### config.mk
export PLATFORM = sky130hd
export DESIGN_NAME = seg7_scan_driver
export DESIGN_NICKNAME = d
export VERILOG_FILES = /design/src/rtl/seg7_scan_driver.sv
export SDC_FILE = /design/constraint.sdc
export NUM_CORES = 1
export LEC_CHECK = 0
export ABC_AREA = 1
export BUFFER_PORTS_ARGS = -buffer_cell sky130_fd_sc_hd__buf_2
export CORE_ASPECT_RATIO = 1.75
export CORE_MARGIN = 2
export CORE_UTILIZATION = 57
export DETAILED_ROUTE_END_ITERATION = 8
export HOLD_SLACK_MARGIN = 0.12
export PLACE_DENSITY = 0.79
export SYNTH_ARGS = -nofsm -noshare
export SYNTH_HDL_FRONTEND = slang
export SYNTH_SLANG_ARGS = --single-unit
### constraint.sdc
create_clock -name i_clk -period 2.09 [get_ports i_clk]
set_input_delay 0.3135 -clock i_clk [delete_from_list [all_inputs] [get_ports i_clk]]
set_output_delay 0.3135 -clock i_clk [all_outputs]
set_load 0.01 [all_outputs]
### src/rtl/seg7_scan_driver.sv
// Multiplexed hex seven-segment driver: snapshots the nibble bus once per frame and scans one digit per slot.
// Each slot opens with a dead time so no two digits are ever visible back to back; outputs are registered.
module seg7_scan_driver #(
  parameter int DIGITS        = 4,
  parameter int FREQ          = 27_000_000,
  parameter int REFRESH_HZ    = 1000,
  parameter int DEAD_CYCLES   = 16,
  parameter int ACTIVE_LOW    = 0,
  parameter int BLANK_LEADING = 1
) (
  input  logic                  i_clk,
  input  logic                  i_rst,
  input  logic [4*DIGITS-1:0]   i_number,
  output logic [6:0]            o_seg,
  output logic [DIGITS-1:0]     o_digit_sel,
  output logic                  o_frame
);

  localparam int TICKS  = FREQ / REFRESH_HZ;
  localparam int TICK_W = (TICKS > 1) ? $clog2(TICKS) : 1;
  localparam int IDX_W  = (DIGITS > 1) ? $clog2(DIGITS) : 1;

  localparam logic [TICK_W-1:0] TICK_LAST = TICK_W'(TICKS - 1);
  localparam logic [TICK_W-1:0] DEAD_END  = TICK_W'(DEAD_CYCLES);
  localparam logic [IDX_W-1:0]  IDX_LAST  = IDX_W'(DIGITS - 1);
  localparam logic [6:0]        SEG_OFF   = (ACTIVE_LOW != 0) ? 7'h7F : 7'h00;
  localparam logic [DIGITS-1:0] SEL_OFF   = (ACTIVE_LOW != 0) ? {DIGITS{1'b1}} : {DIGITS{1'b0}};

  function automatic logic [6:0] hex_to_seg(input logic [3:0] nib);
    logic [6:0] seg;
    case (nib)
      4'h0: seg = 7'h3F;
      4'h1: seg = 7'h06;
      4'h2: seg = 7'h5B;
      4'h3: seg = 7'h4F;
      4'h4: seg = 7'h66;
      4'h5: seg = 7'h6D;
      4'h6: seg = 7'h7D;
      4'h7: seg = 7'h07;
      4'h8: seg = 7'h7F;
      4'h9: seg = 7'h6F;
      4'hA: seg = 7'h77;
      4'hB: seg = 7'h7C;
      4'hC: seg = 7'h39;
      4'hD: seg = 7'h5E;
      4'hE: seg = 7'h79;
      default: seg = 7'h71;
    endcase
    return seg;
  endfunction

  logic [TICK_W-1:0]   tick_q, tick_d;
  logic [IDX_W-1:0]    idx_q, idx_d;
  logic [4*DIGITS-1:0] snap_q, snap_d;
  logic [6:0]          seg_q, seg_d;
  logic [DIGITS-1:0]   sel_q, sel_d;
  logic                frame_q, frame_d;

  logic                scan_start;
  logic [3:0]          nibble;
  logic [DIGITS-1:0]   lead_zero;
  logic                run_zero;
  logic                digit_blank;
  logic                phase_on;
  logic [DIGITS-1:0]   sel_raw;
  logic [6:0]          seg_raw;

  always_comb begin
    scan_start = (tick_q == '0) && (idx_q == '0);

    tick_d = tick_q + 1'b1;
    idx_d  = idx_q;
    if (tick_q == TICK_LAST) begin
      tick_d = '0;
      idx_d  = (idx_q == IDX_LAST) ? '0 : idx_q + 1'b1;
    end

    snap_d = scan_start ? i_number : snap_q;

    // lead_zero[k]: nibbles k..DIGITS-1 of the snapshot are all zero
    lead_zero = '0;
    run_zero  = 1'b1;
    for (int k = DIGITS - 1; k >= 0; k--) begin
      run_zero     = run_zero && (snap_q[4*k +: 4] == 4'h0);
      lead_zero[k] = run_zero;
    end

    nibble      = snap_q[{idx_q, 2'b00} +: 4];
    digit_blank = (BLANK_LEADING != 0) && (idx_q != '0) && lead_zero[idx_q];
    phase_on    = (tick_q >= DEAD_END) && !digit_blank;

    sel_raw = '0;
    if (phase_on) begin
      sel_raw[idx_q] = 1'b1;
    end
    seg_raw = phase_on ? hex_to_seg(nibble) : 7'h00;

    sel_d   = sel_raw ^ SEL_OFF;
    seg_d   = seg_raw ^ SEG_OFF;
    frame_d = scan_start;
  end

  always_ff @(posedge i_clk) begin
    if (i_rst) begin
      tick_q  <= '0;
      idx_q   <= '0;
      snap_q  <= '0;
      seg_q   <= SEG_OFF;
      sel_q   <= SEL_OFF;
      frame_q <= 1'b0;
    end else begin
      tick_q  <= tick_d;
      idx_q   <= idx_d;
      snap_q  <= snap_d;
      seg_q   <= seg_d;
      sel_q   <= sel_d;
      frame_q <= frame_d;
    end
  end

  assign o_seg       = seg_q;
  assign o_digit_sel = sel_q;
  assign o_frame     = frame_q;

endmodule

# ---- Yosys cells after proc, flatten, opt, wreduce, memory -nomap -nowiden
# Memory sizes are Yosys's and may differ from the RTL's. A register that Yosys moved wholly into a read port is not among the register bits.
# Cells that the tools add are included.
dict set report totals {
  regBits 38
  mem_bits_ro 112
  inputBits 18
  output_inout_bits 12
  elab_cells 37
  mem_count 1
}
# name depth width rd rd_ports_with_merged_regs wr line_no
set memory_table {}
lappend memory_table {{(no name shown)} 16 7 1 1 0 31} ;# case (nib)
dict set report op_classes {
  n_addsub 2
  n_lt_le_gt_ge 3
  n_eq_ne 2
  shift 1
  n_mux 5
  n_bitwise 1
  reduce_logical 17
}
# operator n
set op_table {}
lappend op_table {{$logic_not A4 Y1} 4}
lappend op_table {{$shiftx A16 B5 Y4} 1}
lappend op_table {{$add A15 B1 Y15 const B} 1}
lappend op_table {{$eq A15 B15 Y1 const B} 1}
lappend op_table {{$ge A15 B5 Y1 const B} 1}
lappend op_table {{$logic_not A15 Y1} 1}
lappend op_table {{$logic_and A1 B1 Y1} 7}
lappend op_table {{$reduce_or A2 Y1} 2}
lappend op_table {{$lt A2 B3 Y1 const B} 1}
lappend op_table {{$add A2 B1 Y2 const B} 1}
lappend op_table {{$bmux W1 S2} 1}
lappend op_table {{$demux W1 S2} 1}
lappend op_table {{$eq A2 B2 Y1 const B} 1}
lappend op_table {{$ge A2 B1 Y1 const B} 1}
lappend op_table {{$logic_not A2 Y1} 1}
lappend op_table {{$mux W1} 2}
lappend op_table {{$mux W2} 1}
lappend op_table {{$reduce_bool A2 Y1} 1}
lappend op_table {{$logic_not A1 Y1} 1}
lappend op_table {{$not A1 Y1} 1}

# ---- Depth between registers and ports, before layout
# Gate-level depths: netlist (run 1).
dict set report logic_depth {
  ltp_word 11
  depth_mapped 12
  depth_no_buf 11
}

# ---- Least setup slack after synthesis (run 1)
# Ideal clock, no wire load.
dict set report synth_timing {
  path_kind {register to register}
  start {register idx_q[0]}
  end {register seg_q[3] (netlist: o_seg[3])}
  setup_ns 0.113
  arrival_time_ns 1.708
  t_required_ns 1.977
  path_slack_ns 0.269
  path_stages_with_launch 12
  n_path_buf 2
  synth_period_minus_slack_ns 1.821
  path_cell_list {dfxtp_1 > buf_4 > buf_4 > nor2_1 > inv_1 > a32oi_1 > inv_1 > ha_1 > nand2_1 > nand2_1 > nor2_1 > nor2_1}
}
dict set report synth_via {
  elab_chain_cells 7
  elab_cells_between_ends 9
  classes_between {shift (1); mux (2); bitwise (1); reduce/logical (5)}
}
# element line_no
set synth_lines {}
lappend synth_lines {{from (decl)} 53} ;# logic [IDX_W-1:0] idx_q, idx_d;
lappend synth_lines {{from (signal assigned)} 113} ;# idx_q <= idx_d;
lappend synth_lines {{$bmux W1 S2} 89} ;# digit_blank = (BLANK_LEADING != 0) && (idx_q != '0) && lead_zero[idx_q];
lappend synth_lines {{$mux W1 (implied by the code)} 89}
lappend synth_lines {{$logic_and A1 B1 Y1} 89}
lappend synth_lines {{$logic_not A1 Y1} 90} ;# phase_on = (tick_q >= DEAD_END) && !digit_blank;
lappend synth_lines {{$logic_and A1 B1 Y1} 90}
lappend synth_lines {{$not A1 Y1 (no source line)} n/a}
lappend synth_lines {{$reduce_or A2 Y1 (no source line)} n/a}
lappend synth_lines {{to (decl)} 55} ;# logic [6:0] seg_q, seg_d;
# Parallel ways exist; a longest one is shown, timed or not. The select of a mux whose other input is x is not followed.
# A chain may end at the register's enable or synchronous reset.

# ---- Final worst setup path (run 1)
dict set report layout_timing {
  start {register idx_q[1]}
  end {register seg_q[3] (netlist: o_seg[3])}
}
# Same word-level chain as after synthesis.

==> impl_results.md, run 1 <==
- Startpoint types: register
- Area grow syn2layout: 12.5%
- Post-layout nets: about 430
- Vias in the first global route: 2,118
- Hold_buf cts: 0
- Top FF cell, synth: dfxtp_1
- DR iter-0 viols: 56
- Tightest Hold Check Type: input pin to register
- First-pass GRT wire length: 8860 um
- Worst R2R Start: idx_q[1]$_SDFFE_PP0P_
- Power Density: 703 nW/um2
- Post-synth top area cell: dfxtp_1
- Antenna violations before repair: 0
- Via count: 2,217
- Syn Inst Count: 362
- TritonRoute pass-1 iters: 4
- Post-DP HPWL: 4270 um
- Number of synthesized register bits: 45
- Worst Hold End: snap_q[10]$_SDFFE_PP0P_
- Core area: 4070 um2
- Layout Utilization: 0.653
- Mean post-synth cell area: 6.53 um2
- Rows: 31
- Final setup fails: 0
- Worst-path clk slew: 0.09 ns
- Crit-path cells: buf_4 > a21oi_1 > o21ai_0 > nand2_1 > inv_1 > ha_1 > inv_1 > nand3_1 > nand3_1 > nand3_1 > nor2_1
- # fillers: 403
- Num CTS Buffers: 5
- Clock Skew: 0.00725 ns
- CTS sink cnt: 45
- Hold Path Stages: 3
- Remaining routing DRC violations: 0
- Most common cell in the netlist: nand2_1
- Die X: 52.7 um
- Crit Path Class: register to register
- WP data arrival: 2.00 ns
- Netlist cell types: 25
- R2r setup slk: 0.34 ns
- Final ANT Viol Nets: 0
- Input/output buffers: 29
- Max clock buf depth: 2
- FF-to-FF End: o_seg[3]$_SDFF_PP0_
- Worst-Skew Late Latency: just over 0.3 ns
- Ys async rst share: 0
- CTS tree: done
- Slew @ Worst Pin: 0.484 ns
- CP max stage cell: dfxtp_1
- Die height: 89.2 um
- Crit. End Element: register
- # Max-Cap Violations: 0
- Final Cell Area: ~2700 um2
- Placed cell count: 439
- Crit path top cell by count: nand3_1
- Final Hold Violating Endpoints: 0
- Initial Util: 0.580
- Grt total ovfl: 0
- Final Power: 1.87 mW
- Multi-input gate area: 1220 um2
- WL per Instance: between 10 and 15 um
- CP max FO: 8
- CP required: about 2.3 ns
- Htree depth: 2
- Synth Warn #: 0
- GPL Wtd Cong: 0.942
- Post-synth top cells: nand2_1 (104), nor2_1 (77), dfxtp_1 (45)
- EDFF count, synth: 0
- Hold_sp: i_number[10]
- Top-area cell type share of the netlist area: 0.381
- Synth top area cells: dfxtp_1 (38%), nand2_1 (17%), nor2_1 (12%)
- Die Area: 4700 um2
- Peak VDD IR: approximately 760 uV
- FF/Latch Area: 902 um2
- DRT Wirelength: 5420 um
- Synthesized net count: 393
- Max_slew headroom: 0.675
- Clock Tree Root: clkbuf_8
- TNS Setup: 0 ns
- Post-Syn Area: 2360 um2
- I/O pins: 30
- Run status: completed
- F_max: 571 MHz
- Period Utilization, post-route: 0.838
- Largest net degree at the start of global routing: 22
- Placed Instance Area: 2560 um2
- Ant. Diodes: 0
- R2R depth: 11
- Via/cell ratio: just under 5
- Leak Pwr: between 1 and 1.5 nW
- Total GRT Usage: 0.259
- Share of layout cells above drive strength 1: 0.138
- Period minus WS final: between 1.5 and 2 ns
- Register area share after synthesis: 0.381
- Fin cells: 447
- Critical path's largest stage delay: ~0.32 ns
- RSZ-0062 raised after global routing: no
- Slew Viols, Final: 0
state kept, by name (all words and copies together), names as in the netlist:
name	count
snap_q	16
tick_q	15
o_seg	7
o_digit_sel	4
idx_q	2
o_frame	1
metal layers:
| layer | up-vias | wire (um) | track usage |
|---|---|---|---|
| met4 | 0 | 224 | 0.145 |
| met1 | 983 | 2010 | 0.238 |
| met3 | 18 | 134 | 0.0485 |
| met2 | 48 | 3050 | 0.505 |
| met5 | - | 0 | 0 |
| li1 | 1168 | - | - |
worst max-delay path, delay by kind of cell, from the launching register on:
kind | cells | cell delay [ns]
AND/OR/NAND/NOR | 5 | 0.60
buffers and inverters | 3 | 0.33
flip-flops | 1 | 0.32
AO/OA/AOI/OAI | 2 | 0.24
adder cells (fa/ha/maj) | 1 | 0.21
worst max-delay path by stage:
stage	start	end	depth (start not counted)
2_1_floorplan	idx_q[0]$_SDFFE_PP0P_	o_seg[3]$_SDFF_PP0_	11
3_3_place_gp	idx_q[0]$_SDFFE_PP0P_	o_seg[4]$_SDFF_PP0_	8
3_5_place_dp	idx_q[0]$_SDFFE_PP0P_	o_seg[4]$_SDFF_PP0_	10
4_1_cts	idx_q[0]$_SDFFE_PP0P_	o_seg[4]$_SDFF_PP0_	10
5_1_grt	idx_q[1]$_SDFFE_PP0P_	o_seg[3]$_SDFF_PP0_	11
6_report	idx_q[1]$_SDFFE_PP0P_	o_seg[3]$_SDFF_PP0_	11
cells by family after synthesis:
family	share of synthesized area
AND/OR/NAND/NOR	0.381
AO/OA/AOI/OAI	0.0503
buffers and inverters	0.104
flip-flops	0.381
adder cells (fa/ha/maj)	0.0688
XOR/XNOR	0.0148
through the flow:
| step | hold slack [ns] | worst slack (ns) |
|---|---|---|
| final | 0.221 | 0.338 |
| after global routing | 0.239 | 0.133 |
| after floorplan | 0.386 | 0.269 |
| after global placement | 0.448 | 0.262 |
| after CTS | 0.225 | 0.174 |
| after detailed placement | 0.455 | 0.208 |
what timing repair did:
item,in CTS,in global routing
endpoints found under the setup margin,0,9
gates resized for setup,0,1
buffers inserted,0,0
cells in the final DEF, fill, tap and decap left out, drive strengths merged:
cell	synthesis	routed
a21oi	13	13
a32oi	1	1
buf	7	35
clkbuf	0	7
clkinv	1	2
dfxtp	45	45
ha	13	13
inv	49	49
nand2	105	105
nand3	24	24
nand3b	2	2
nand4	2	2
nor2	79	79
nor3	5	5
nor4	1	1
o21ai	9	9
or2	2	2
xnor2	1	1
xor2	3	3
cell type report:
cell class | instances | area share
flip-flops and latches | 45 | 0.339
well taps | 49 | 0.0231
repair buffers | 35 | 0.0715
clock inverters | 1 | 0.00188
multi-input cells | 260 | 0.457
inverters | 50 | 0.0706
clock buffers | 7 | 0.0362
power by group:
group          switching [mW]  leakage, nW  internal, mW
sequential             0.0284        0.368         0.904
combinational           0.218        0.905         0.119
clock                   0.301       0.0542         0.299
total                   0.547         1.33          1.32
(Power assumes the default switching activity.)
==> run 2, diff against run 1 <==
==> constraint.sdc (replaced) <==
create_clock -name i_clk -period 1.8 [get_ports i_clk]
set_input_delay 0.27 -clock i_clk [delete_from_list [all_inputs] [get_ports i_clk]]
set_output_delay 0.27 -clock i_clk [all_outputs]
set_load 0.01 [all_outputs]
==> run 2 against run 1 <==
Compared with the run above:
- critical path depth down 1
- register-to-register slack got worse by 0.18 ns
- setup slack worse by 0.18 ns
- sequential share of layout area fell by 0.82 points
- largest power group unchanged
- via count grew 4.1%
- sequential power up 16%
- first-iteration DRC count is 13% higher
- global-route usage down 0.77 points
- clock skew grew 0.0075 ns
- power grew 28%
- sequential cell count unchanged
- combinational power rose by 23%
==> impl_results.md, run 2 (synthesis gave the netlist of run 1 again) <==
- Die X: 52.7 um (unchanged)
- Most frequent cells in the layout: nand2_1 (103), nor2_1 (77), dfxtp_1 (43)
- Met3 GRT Util: 0.0334 (-0.0151)
- Worst-path clk slew: 0.09 ns (about the same)
- Leak Pwr: 1.36 nW (+2.2%)
- Final ANT Viol Nets: 0 (unchanged)
- CP max FO: 11 (+3)
- Power Density: 873 nW/um2 (+24%)
- Most flops, register: snap_q
- Area grow syn2layout: 16.1%
- Met2 GRT Util: 0.498 (-0.00682)
- Grt total ovfl: 0 (unchanged)
- Multi-input gate area: 1230 um2 (+1.5%)
- Total GRT Usage: 0.251 (-0.00772)
- DR iter-0 viols: 63 (+13%)
- Worst-Skew Late Latency: 0.30 ns (about the same)
- Startpoint types: register
- Final Cell Area: 2740 um2 (+3.2%)
- FF/Latch Area: 908 um2 (+0.69%)
- CTS tree: done
- Period minus WS final: 1.64 ns (-0.110 ns)
- Placed Instance Area: 2580 um2 (+0.78%)
- TritonRoute pass-1 iters: 4 (unchanged)
- Tightest Hold Check Type: input pin to register
- Fin worst setup slack: 0.158 ns (-0.180 ns)
- Final Hold Violating Endpoints: 0 (unchanged)
- FF-to-FF End: o_seg[3]$_SDFF_PP0_
- Net Sw Frac: 0.269 (-0.0238)
- Post-DP HPWL: 4190 um (-1.7%)
- Slew @ Worst Pin: 0.485 ns (+0.000726 ns)
- Final setup fails: 0 (unchanged)
- CP required: 2.01 ns (-0.33 ns)
- Via/cell ratio: 5.14 (+3.6%)
- DRT Wirelength: 5380 um (-0.76%)
- Initial Util: 0.580 (unchanged)
- Setup WS pre-CTS: -0.00660 ns (-0.214 ns)
- GPL Wtd Cong: 0.896 (-4.9%)
- NetSw: 644 uW (+18%)
- Max_slew headroom: 0.675 (about the same)
- Top Usage Layer GRT: met2
- Max reg flops: 16 (unchanged)
- Crit path to: o_seg[3]$_SDFF_PP0_
- Share of layout cells above drive strength 1: 0.158 (+0.0193)
- Most common cell after layout, fill and taps aside: nand2_1
- Remaining routing DRC violations: 0 (unchanged)
- # fillers: 401 (-0.50%)
- WP data arrival: 1.85 ns (-0.15 ns)
- Run status: completed
- Crit Path Class: register to register
- Final Power: 2.39 mW (+28%)
- Placed cell count: 439 (unchanged)
- RSZ-0062 raised after global routing: no
- First-pass GRT wire length: 8710 um (-1.7%)
- Worst R2R Start: idx_q[0]$_SDFFE_PP0P_
- Post-layout nets: 430 (+0.47%)
- GRT met1 Usage: 0.219 (-0.0186)
- Ant. Diodes: 0 (unchanged)
- WL per Instance: 12.0 um (-1.2%)
- Num CTS Buffers: 5 (unchanged)
- R2r setup slk: 0.16 ns (-0.18 ns)
- Rows: 31 (unchanged)
- Htree depth: 2 (unchanged)
- Critical path launch point: idx_q[0]$_SDFFE_PP0P_
- Clock Tree Root: clkbuf_8
- I/O pins: 30 (unchanged)
- Crit. End Element: register
- Die Area: 4700 um2 (unchanged)
- Comb pwr share: 0.172 (-0.008)
- Via count: 2,307 (+4.1%)
- # Max-Cap Violations: 0 (unchanged)
- Input/output buffers: 29 (unchanged)
- Die height: 89.2 um (unchanged)
- Reg power frac: 0.451 (-0.048)
- Period Utilization, post-route: 0.912 (+0.0739)
- R2R depth: 10 (-1)
- Vias in the first global route: 2,171 (+2.5%)
- CTS sink cnt: 45 (unchanged)
- F_max: 609 MHz (+6.7%)
- Fin cells: 449 (+0.45%)
- Antenna violations before repair: 0 (unchanged)
- Clock Skew: 0.0147 ns (+0.00750 ns)
- P_int: 1.75 mW (+32%)
- Slew Viols, Final: 0 (unchanged)
- Largest net degree at the start of global routing: 30 (+36%)
- Peak VDD IR: 764 uV (about the same)
- Core area: 4070 um2 (unchanged)
- Max clock buf depth: 2 (unchanged)
- Clock power frac: 0.377 (+0.056)
-- run 2: changes by cell type in the layout (fill, tap and decap cells not counted), sizes merged --
cell	previous run	this run
clkbuf	7	5
bufinv	0	2
buf	35	37
-- run 2: critical path, stage by stage (launching register included) --
cell	delay, ns
dfxtp_4	0.39
inv_2	0.12
nand2_1	0.10
a32oi_2	0.24
buf_4	0.17
ha_1	0.18
inv_1	0.06
nand3_2	0.09
nand3_1	0.08
nand3_1	0.07
nor2_1	0.05
-- run 2: what timing repair did --
action / 4_1_cts / 5_1_grt
setup buffers: 2 / 0
hold buffers: 0 / 0
gates resized for setup: 1 / 9
gates cloned: 0 / 0
pin swaps: 0 / 2
setup endpoints to repair: 3 / 8
-- run 2: area by class of cell --
type,instances,share of cell area
Clock inverter,3,0.0237
Clock buffer,5,0.0251
Multi-Input combinational cell,260,0.450
Sequential cell,45,0.331
Tap cell,49,0.0223
Timing Repair Buffer,37,0.0793
Inverter,50,0.0684
-- run 2: per-layer routing --
layer / vias up / wire [um]
met4: 0 / 327
met3: 29 / 164
met1: 1035 / 1890
met5: - / 0
li1: 1178 / -
met2: 65 / 2990
-- run 2: worst min-delay path by stage --
stage,startpoint,endpoint,slack (ns),depth (start not counted)
after floorplan,i_rst,o_frame$_SDFF_PP0_,0.34,1
after global placement,tick_q[13]$_SDFF_PP0_,tick_q[13]$_SDFF_PP0_,0.45,2
after detailed placement,tick_q[13]$_SDFF_PP0_,tick_q[13]$_SDFF_PP0_,0.45,2
after CTS,i_number[2],snap_q[2]$_SDFFE_PP0P_,0.18,3
after global routing,i_number[2],snap_q[2]$_SDFFE_PP0P_,0.21,3
final,i_number[2],snap_q[2]$_SDFFE_PP0P_,0.18,3
-- run 2: through the flow --
stage               utilization  hold slack, ns  setup TNS, ns
floorplan                     -           0.342              0
global placement          0.633           0.449              0
detailed placement        0.633           0.451       -0.00660
CTS                       0.669           0.181              0
global route              0.674           0.206              0
finish                    0.674           0.183              0
-- run 2: power by group through the flow --
stage          clock network [mW]  registers, mW  logic [mW]
2_1_floorplan                   0           1.10       0.299
4_1_cts                     0.919           1.08       0.410
3_5_place_dp                    0           1.11       0.399
6_report                    0.902           1.08       0.413
3_3_place_gp                    0           1.10       0.394
5_1_grt                     0.952           1.08       0.476
